## src/rtl/cpu_clock_pkg.sv

```systemverilog
// Shared types for the CPU clock generator: operating modes and FSM states.
package cpu_clock_pkg;

    typedef enum logic [1:0] {
        CONT    = 2'b00,
        MANUAL  = 2'b01,
        BURST   = 2'b10,
        STOPPED = 2'b11
    } clk_mode_e;

    typedef enum logic [1:0] {
        IDLE = 2'b00,
        HIGH = 2'b01,
        LOW  = 2'b10
    } clk_state_e;

endpackage

```

## src/rtl/button_debouncer.sv

```systemverilog
// Two-flop synchroniser plus stable-level debouncer for a raw push button.
// The debounced level follows the synchronised input only after it has
// differed for DEBOUNCE_CYCLES consecutive cycles; press pulses for one
// cycle on each accepted 0->1 change.
module button_debouncer
    import cpu_clock_pkg::*;
#(
    parameter int DEBOUNCE_CYCLES = 250000
) (
    input  logic sys_clk,
    input  logic rst_n,
    input  logic raw,
    output logic level,
    output logic press
);

    localparam int CNT_W = $clog2(DEBOUNCE_CYCLES);
    localparam logic [CNT_W-1:0] CNT_MAX = CNT_W'(DEBOUNCE_CYCLES - 1);

    logic             sync1_q, sync1_d;
    logic             sync2_q, sync2_d;
    logic             level_q, level_d;
    logic             press_q, press_d;
    logic [CNT_W-1:0] cnt_q,   cnt_d;

    // Synchronise the button and count consecutive cycles of disagreement.
    always_comb begin
        sync1_d = raw;
        sync2_d = sync1_q;
        level_d = level_q;
        press_d = 1'b0;
        cnt_d   = '0;
        if (sync2_q != level_q) begin
            if (cnt_q == CNT_MAX) begin
                level_d = sync2_q;
                press_d = sync2_q;
                cnt_d   = '0;
            end else begin
                cnt_d   = cnt_q + CNT_W'(1);
            end
        end else begin
            cnt_d = '0;
        end
    end

    // Register synchroniser, counter and debounced outputs.
    always_ff @(posedge sys_clk or negedge rst_n) begin
        if (!rst_n) begin
            sync1_q <= 1'b0;
            sync2_q <= 1'b0;
            level_q <= 1'b0;
            press_q <= 1'b0;
            cnt_q   <= '0;
        end else begin
            sync1_q <= sync1_d;
            sync2_q <= sync2_d;
            level_q <= level_d;
            press_q <= press_d;
            cnt_q   <= cnt_d;
        end
    end

    assign level = level_q;
    assign press = press_q;

endmodule

```

## src/rtl/cpu_clock_gen.sv

```systemverilog
// CPU clock generator: programmable half-period divider with continuous,
// debounced manual single-step and counted burst modes. Halt is honoured
// only at phase boundaries so a high phase is never cut short.
module cpu_clock_gen
    import cpu_clock_pkg::*;
#(
    parameter int DIV_WIDTH       = 24,
    parameter int STEP_WIDTH      = 8,
    parameter int DEBOUNCE_CYCLES = 250000
) (
    input  logic                  sys_clk,
    input  logic                  rst_n,
    input  logic [1:0]            mode,
    input  logic [DIV_WIDTH-1:0]  div,
    input  logic                  manual_toggle,
    input  logic                  step_start,
    input  logic [STEP_WIDTH-1:0] step_count,
    input  logic                  halt,
    output logic                  cpu_clk,
    output logic                  cpu_clk_rise,
    output logic                  cpu_clk_fall,
    output logic                  burst_done,
    output logic                  running
);

    clk_mode_e             mode_s;
    logic                  btn_level_s;
    logic                  press_s;
    logic                  cont_ok_s, manual_ok_s, burst_ok_s;
    logic                  phase_end_s;
    logic                  enter_high_s;

    clk_state_e            state_q,        state_d;
    logic [DIV_WIDTH-1:0]  phase_cnt_q,    phase_cnt_d;
    logic [DIV_WIDTH-1:0]  phase_div_q,    phase_div_d;
    logic [STEP_WIDTH-1:0] remaining_q,    remaining_d;
    logic                  burst_active_q, burst_active_d;
    logic                  cpu_clk_q,      cpu_clk_d;
    logic                  rise_q,         rise_d;
    logic                  fall_q,         fall_d;
    logic                  done_q,         done_d;
    logic                  running_q,      running_d;

    assign mode_s = clk_mode_e'(mode);

    button_debouncer #(
        .DEBOUNCE_CYCLES(DEBOUNCE_CYCLES)
    ) u_debouncer (
        .sys_clk(sys_clk),
        .rst_n  (rst_n),
        .raw    (manual_toggle),
        .level  (btn_level_s),
        .press  (press_s)
    );

    // A press always coincides with the debounced level going high.
    assign cont_ok_s   = (mode_s == CONT) && !halt;
    assign manual_ok_s = (mode_s == MANUAL) && press_s && btn_level_s && !halt;
    assign burst_ok_s  = (mode_s == BURST) && (remaining_q != '0) && !halt;
    assign phase_end_s = (phase_cnt_q == phase_div_q);

    // Next-state, phase counter, burst bookkeeping and output strobes.
    always_comb begin
        state_d        = state_q;
        phase_cnt_d    = phase_cnt_q + DIV_WIDTH'(1);
        phase_div_d    = phase_div_q;
        remaining_d    = remaining_q;
        burst_active_d = burst_active_q;
        done_d         = 1'b0;
        enter_high_s   = 1'b0;

        case (state_q)
            IDLE: begin
                phase_cnt_d = '0;
                if (mode_s != BURST) begin
                    // Leaving burst mode abandons any pending burst silently.
                    remaining_d    = '0;
                    burst_active_d = 1'b0;
                end else if (step_start && (remaining_q == '0)) begin
                    remaining_d    = step_count;
                    burst_active_d = (step_count != '0);
                    done_d         = (step_count == '0);
                end else begin
                    remaining_d = remaining_q;
                end
                if (cont_ok_s || manual_ok_s || burst_ok_s) begin
                    enter_high_s = 1'b1;
                end else begin
                    state_d = IDLE;
                end
            end
            HIGH: begin
                // High phase always runs to completion regardless of halt.
                if (phase_end_s) begin
                    state_d     = LOW;
                    phase_cnt_d = '0;
                    phase_div_d = div;
                end else begin
                    state_d = HIGH;
                end
            end
            LOW: begin
                if (phase_end_s) begin
                    if (mode_s != BURST) begin
                        remaining_d    = '0;
                        burst_active_d = 1'b0;
                    end else begin
                        remaining_d = remaining_q;
                    end
                    if (cont_ok_s || burst_ok_s) begin
                        enter_high_s = 1'b1;
                    end else begin
                        state_d     = IDLE;
                        phase_cnt_d = '0;
                        if ((mode_s == BURST) && burst_active_q && (remaining_q == '0)) begin
                            done_d         = 1'b1;
                            burst_active_d = 1'b0;
                        end else begin
                            done_d = 1'b0;
                        end
                    end
                end else begin
                    state_d = LOW;
                end
            end
            default: begin
                state_d     = IDLE;
                phase_cnt_d = '0;
            end
        endcase

        if (enter_high_s) begin
            state_d     = HIGH;
            phase_cnt_d = '0;
            phase_div_d = div;
            if (mode_s == BURST) begin
                remaining_d = remaining_q - STEP_WIDTH'(1);
            end else begin
                remaining_d = '0;
            end
        end else begin
            enter_high_s = 1'b0;
        end

        cpu_clk_d = (state_d == HIGH);
        rise_d    = (state_d == HIGH) && (state_q != HIGH);
        fall_d    = (state_q == HIGH) && (state_d != HIGH);
        running_d = (state_d != IDLE);
    end

    // State, counters and registered outputs.
    always_ff @(posedge sys_clk or negedge rst_n) begin
        if (!rst_n) begin
            state_q        <= IDLE;
            phase_cnt_q    <= '0;
            phase_div_q    <= '0;
            remaining_q    <= '0;
            burst_active_q <= 1'b0;
            cpu_clk_q      <= 1'b0;
            rise_q         <= 1'b0;
            fall_q         <= 1'b0;
            done_q         <= 1'b0;
            running_q      <= 1'b0;
        end else begin
            state_q        <= state_d;
            phase_cnt_q    <= phase_cnt_d;
            phase_div_q    <= phase_div_d;
            remaining_q    <= remaining_d;
            burst_active_q <= burst_active_d;
            cpu_clk_q      <= cpu_clk_d;
            rise_q         <= rise_d;
            fall_q         <= fall_d;
            done_q         <= done_d;
            running_q      <= running_d;
        end
    end

    assign cpu_clk      = cpu_clk_q;
    assign cpu_clk_rise = rise_q;
    assign cpu_clk_fall = fall_q;
    assign burst_done   = done_q;
    assign running      = running_q;

endmodule

```

## config.mk

```make
export PLATFORM = sky130hd
export DESIGN_NAME = cpu_clock_gen
export DESIGN_NICKNAME = d
export VERILOG_FILES = /design/src/rtl/cpu_clock_pkg.sv /design/src/rtl/button_debouncer.sv /design/src/rtl/cpu_clock_gen.sv
export SDC_FILE = /design/constraint.sdc
export NUM_CORES = 1
export LEC_CHECK = 0
export ABC_AREA = 0
export CORE_ASPECT_RATIO = 0.7
export CORE_MARGIN = 2
export CORE_UTILIZATION = 40
export DETAILED_ROUTE_END_ITERATION = 7
export PLACE_DENSITY_LB_ADDON = 0.08
export SETUP_SLACK_MARGIN = 0.5
export SYNTH_ARGS = -nofsm -noshare
export SYNTH_HDL_FRONTEND = slang
export SYNTH_SLANG_ARGS = --single-unit
```

## constraint.sdc

```tcl
create_clock -name sys_clk -period 3.3 [get_ports sys_clk]
set_clock_uncertainty 0.05 [all_clocks]
set_input_delay 0.66 -clock sys_clk [delete_from_list [all_inputs] [get_ports sys_clk]]
set_output_delay 0.66 -clock sys_clk [all_outputs]
set_load 0.01 [all_outputs]
```

**Yosys cells after proc, flatten, opt, wreduce, memory -nomap -nowiden**

Index checks and enable logic that the tools add are counted.

- $add $sub $neg: 3
- Equality and inequality tests: 16
- Mux-type cells: 42
- Reduce and logical (&&, ||, !) cells: 30

Operator list:

| operator | count |
|---|---|
| 2-to-1 mux 24 bit | 7 |
| 2-to-1 mux 8 bit | 6 |
| case mux 24 bit (2 select lines) | 1 |
| 2-to-1 mux 18 bit | 2 |
| adder 24 x 1 -> 24 bit (second input constant) | 1 |
| == test 24 bit | 1 |
| adder 18 x 1 -> 18 bit (second input constant) | 1 |
| == test 18 bit (second input constant) | 1 |
| zero test 8 bit | 2 |
| 2-to-1 mux 1 bit | 16 |
| case mux 8 bit (2 select lines) | 1 |
| nonzero test 8 bit | 2 |
| logical AND 1 bit | 11 |
| 2-to-1 mux 2 bit | 5 |
| != test 3 bit (second input constant) | 3 |
| nonzero test 2 bit | 4 |
| subtractor 8 x 1 -> 8 bit (second input constant) | 1 |
| == test 2 x 1 -> 1 bit (second input constant) | 3 |
| case mux 1 bit (2 select lines) | 3 |
| case mux 2 bit (3 select lines) | 1 |
| == test 2 bit (second input constant) | 2 |
| zero test 2 bit | 2 |
| != test 2 x 1 -> 1 bit (second input constant) | 2 |
| != test 2 bit (second input constant) | 2 |
| other kinds (8) | 11 |

- Register bits after elaboration: 86
- Input bits: 39
- Output and inout bits: 5
- Word-level logic and storage cells: 106

**Depth between registers and ports, before layout**

- Depth in word-level cells: 11
- Depth in mapped cells: 10

**By module**

Synthesis repeated with hierarchy kept, for this count alone.

- Cell total of the unflattened synthesis: 415
- Area, all modules: 4573.1 um^2

Modules (own cells, without submodules):

| module | times used | cells an instance | area each (um^2) | seq. area each (um^2) |
|---|---|---|---|---|
| cpu_clock_gen | 1 | 315 | 3513.4 | 1601.5 |
| button_debouncer | 1 | 100 | 1059.8 | 550.5 |

**Least setup slack after synthesis**

OpenSTA, ideal clock, no wires.

- Kind: register to register
- From: register state_q[0]
- To: register phase_div_q[0]
- Library setup time: 0.125 ns
- Arrival: 2.257 ns
- Path slack: 0.867 ns
- Cell stages (with the launch flop): 11
- Period minus slack after synthesis: 2.433 ns
- Cell sequence: dfrtp_1 -> inv_1 -> ha_1 -> buf_4 -> or3b_1 -> a41oi_1 -> or2_1 -> a31o_4 -> o21ai_4 -> buf_12 -> mux2_4

- Cells in the longest elaborated chain, start to end: 4
- Elaborated cells between the ends (all ways): 8

RTL lines:

| element | RTL line | text |
|---|---|---|
| start: declaration | cpu_clock_gen.sv:33 | `clk_state_e state_q, state_d;` |
| start signal: assignment | cpu_clock_gen.sv:165 | `state_q <= state_d;` |
| == test 2 bit or zero test 2 bit (tied branches) | cpu_clock_gen.sv:72 | `case (state_q)` |
| case mux 1 bit (2 select lines) | cpu_clock_gen.sv:72 |  |
| nonzero test 2 bit (no source line) | n/a |  |
| AND reduction 2 bit (no source line) | n/a |  |
| end signal: assignment | cpu_clock_gen.sv:167 | `phase_div_q <= phase_div_d;` |
| end: declaration | cpu_clock_gen.sv:35 | `logic [DIV_WIDTH-1:0] phase_div_q, phase_div_d;` |

Parallel ways exist; a longest one is shown, timed or not.
A chain may end at the register's enable or synchronous reset.

**Worst setup path in the final report**

- From: input port mode[0]
- To: register phase_div_q[20]

- Cells in the longest elaborated chain, start to end: 10
- Elaborated cells between the ends (all ways): 20

RTL lines:

| element | RTL line | text |
|---|---|---|
| start: declaration | cpu_clock_gen.sv:13 | `input logic [1:0] mode,` |
| == test 2 x 1 -> 1 bit | cpu_clock_gen.sv:58 | `assign manual_ok_s = (mode_s == MANUAL) && press_s && btn_level_s && !halt;` |
| logical AND 1 bit (3 in series) | cpu_clock_gen.sv:58 |  |
| logical OR 1 bit (2 in series) | cpu_clock_gen.sv:86 | `if (cont_ok_s \|\| manual_ok_s \|\| burst_ok_s) begin` |
| 2-to-1 mux 1 bit | cpu_clock_gen.sv:86 |  |
| case mux 1 bit (2 select lines) (*) | cpu_clock_gen.sv:72 |  |
| nonzero test 2 bit (no source line) | n/a |  |
| AND reduction 2 bit (no source line) | n/a |  |

Every way passes the cells marked *; elsewhere a longest branch is shown, timed or not.

==> impl_metrics.py <==
metrics = {
    "status": {
        "status": "finished, final reports clean",
    },
    "timing": {
        "hold_slack_ns": 0.3146,
        "fmax_ghz": 0.3833,
        "slew_viol_final": 0,
        "post-route-min-period_ns": 2.609,
        "setup_viol": 0,
        "final_hold_viol_count": 0,
        "tightest_slew_ns": 1.096,
        "slew-limit-headroom_pct": 26.92,
        "fin_tns_setup_ns": 0,
        "finalCritPeriodShare_pct": 79.06,
        "rsz0062_at_grt": "false",
        "setup_ws_ns": 0.6910,
    },
    "global_route": {
        "antenna_found_initial": 0,
        "grt_pass1_wl_um": 15970,
        "grt_overflow_total": 0,
        "grt_max_degree": 87,
        "grt_pass1_vias": 3096,
        "grt_usage_pct": 17.11,
    },
    "yosys": {
        "synthMuxAreaShare_pct": 7.934,
        "synth-edff-count": 0,
        "syn_area_um2": 4494,
        "ys.flop_type": "dfrtp_1",
        "synth_fa_ha_area_share_pct": 2.227,
        "synth_top_family_by_area": "simple AND/OR/NAND/NOR gates",
        "synth_xor_area_share_pct": 12.08,
        "ys_warn_count": 0,
        "synth_fp_nets": 455,
        "synthCells": 408,
        "synthSimpleGateAreaFrac_pct": 17.85,
        "synth.distinct_cells": 58,
        "synth_seq_area_share_pct": 47.88,
        "async_flop_share_pct": 100.0,
        "postSynthAreaPerCell_um2": 11.02,
        "synth_seq_cells": 86,
        "synth_compound_area_share_pct": 8.408,
    },
    "drt": {
        "drcViolationCount": 0,
        "drt-pass1-iter-count": 4,
        "drt-total-wl_um": 9388,
        "drt_iter0_drc": 230,
        "postRouteAntennaNets": 0,
        "wl_per_cell_um": 15.31,
        "viasPerCell": 5.091,
        "vias": 3121,
    },
    "power_and_ir_drop": {
        "p_sw_share_pct": 32.20,
        "p_switching_uw": 1290,
        "seq_power_share_pct": 37.4,
        "finalPower_uw": 4006,
        "p_leak_uw": 0.002298,
        "clkPwrFrac_pct": 29.2,
        "worst_ir_drop_vdd_mv": 0.3545,
        "internal-power_uw": 2716,
        "power.density_nw_per_um2": 743.7,
        "power_frac_comb_pct": 33.4,
    },
    "setup_path": {
        "r2r_cells": 8,
        "worstSetupEndpointType": "flop",
        "crit_path_top_delay_cell": "clkdlybuf4s50_1",
        "cp.arrival_ns": 2.78,
        "cp.required_ns": 3.47,
        "cp_slowest_stage_delay_ns": 0.47,
        "worst_setup_path_start_kind": "input pin",
        "setup.worst_path.class": "input pin to flop",
        "cp_cell_sequence": "clkdlybuf4s50_1 -> or3b_1 -> a41oi_1 -> or2_1 -> a31o_4 -> o21ai_4 -> mux2_4",
        "critical_path.max_fanout": 24,
    },
    "placed_design": {
        "dpl-instance-area_um2": 5041,
        "io_buffers": 43,
        "dp_hpwl_um": 6632,
        "finalWeightedCongestion": 0.7858,
        "preCtsSetupSlack_ns": 0.3457,
    },
    "floorplanning": {
        "io_pins": 44,
        "rows": 32,
        "fp.dieW_um": 130.7,
        "initial_utilization_pct": 40.97,
        "core-area_um2": 10970,
        "die_h_um": 92.69,
        "dieArea_um2": 12110,
    },
    "cts": {
        "cts_buffers": 9,
        "post_cts_resize_count": 0,
        "cts_max_level": 3,
        "clkTransAtPathRegs_ns": 0.06,
        "post-cts-setup-buffers": 0,
        "clock-root-buffer": "clkbuf_16",
        "ctsHoldBuffers": 0,
        "cts.sinks": 86,
        "insertion_delay_ns": 0.34,
        "clockBufferDepth": 2,
        "cts_tree": "yes",
    },
    "flow_run": {
        "drv_cap": 0,
    },
    "layout": {
        "antenna_cells": 0,
        "nets": 502,
        "synthToLayoutAreaGrowth_pct": 19.85,
        "fin_area_um2": 5386,
        "mostFrequentLayoutCell": "dfrtp_1",
        "fillCellCount": 1014,
        "drive_gt1_share_pct": 12.83,
        "final_cell_mix": "dfrtp_1, nor2_1, xnor2_1, clkdlybuf4s50_1, nand4_1",
    },
    "hold_path": {
        "holdPathStages": 0,
        "hold_class": "flop to flop",
    },
}
[area by class of cell]
class / count / area [um^2] / area share, %
inverters: 16 / 60.06 / 1.115
multi-input cells: 295 / 2180 / 40.46
flip-flops and latches: 86 / 2152 / 39.95
repair buffers: 47 / 457.9 / 8.502
clock buffers: 9 / 225.2 / 4.181
well taps: 153 / 191.4 / 3.554
clock inverters: 7 / 120.1 / 2.230
[flip-flops by register name, indices dropped and copies added (netlist names), 2 cells and up]
register	cells
phase_div_q	24
phase_cnt_q	24
remaining_q	8
state_q	2
u_debouncer.cnt_q	18
[routing by layer]
| metal | up-vias | GRT usage, % | part of all wire, % |
|---|---|---|---|
| met5 | - | 0 | 0 |
| met4 | 0 | 4.521 | 0.88 |
| met3 | 7 | 4.622 | 4.1 |
| met2 | 78 | 24.39 | 43 |
| met1 | 1505 | 25.56 | 52 |
| li1 | 1531 | - | - |
[path summary, 6_finish.rpt]
path	from	end	slack (ns)
min	u_debouncer.sync1_q$_DFF_PN0_	u_debouncer.sync2_q$_DFF_PN0_	0.31
min reg2reg	u_debouncer.sync1_q$_DFF_PN0_	u_debouncer.sync2_q$_DFF_PN0_	0.31
min in group asynchronous	rst_n	u_debouncer.sync2_q$_DFF_PN0_	0.47
max reg2reg	state_q[0]$_DFF_PN0_	phase_div_q[20]$_DFFE_PN0P_	0.77
max	mode[0]	phase_div_q[20]$_DFFE_PN0P_	0.69
max in group asynchronous	rst_n	u_debouncer.cnt_q[16]$_DFF_PN0_	2.01
[power groups by stage]
stage | logic [uW] | registers [uW] | clock network [uW]
after floorplan | 1080 | 1470 | 0
after global placement | 1320 | 1510 | 0
after detailed placement | 1340 | 1520 | 0
after CTS | 1340 | 1500 | 1210
after global routing | 1480 | 1540 | 1250
final | 1340 | 1500 | 1170
[critical path: cells and delay by family]
kind / cells / cell delay [ns]
AO/OA/AOI/OAI: 3 / 0.67
buffers and inverters: 1 / 0.47
multiplexers: 1 / 0.40
AND/OR/NAND/NOR: 2 / 0.56
[per-stage QoR]
stage,std cells,utilization [%]
2_1_floorplan,408,-
3_3_place_gp,597,45.95
3_5_place_dp,597,45.95
4_1_cts,613,49.10
5_1_grt,613,49.10
6_report,613,49.10
[cells in the mapped netlist (2+ instances only)]
library cell   n  area share [%]
buf_12         2            0.89
nor3b_1        2            0.33
a22oi_1        3            0.50
a2bb2oi_1      3            0.58
xnor2_1       42             8.2
and3_1         9             1.3
or4_1          3            0.50
nand3_1       19             2.1
and2_1         2            0.28
mux2_4        20             6.7
buf_4          3            0.50
a21oi_1        4            0.45
or3_1          3            0.42
nand2_1       18             1.5
nor2_1        62             5.2
o22ai_1        2            0.28
mux2_2         5             1.3
buf_6          2            0.50
ha_1           8             2.2
nor3_1         6            0.67
and4_1         2            0.39
buf_2          2            0.22
inv_1         16             1.3
clkbuf_1       2            0.17
o221ai_1       6             1.2
xor2_1        20             3.9
a32oi_1        3            0.58
dfrtp_1       86              48
nand4_1       21             2.9
o21ai_0        4            0.45
[logic make-up (layout without fill, tap and decap cells)]
family          count (synthesis)  in the layout
fa+ha+maj                       8              8
flops                          86             86
buf+inv                        27             79
mux                            25             25
simple gates                  157            157
xor+xnor                       62             62
compound gates                 43             43
Power figures use the tool's default switching activity.
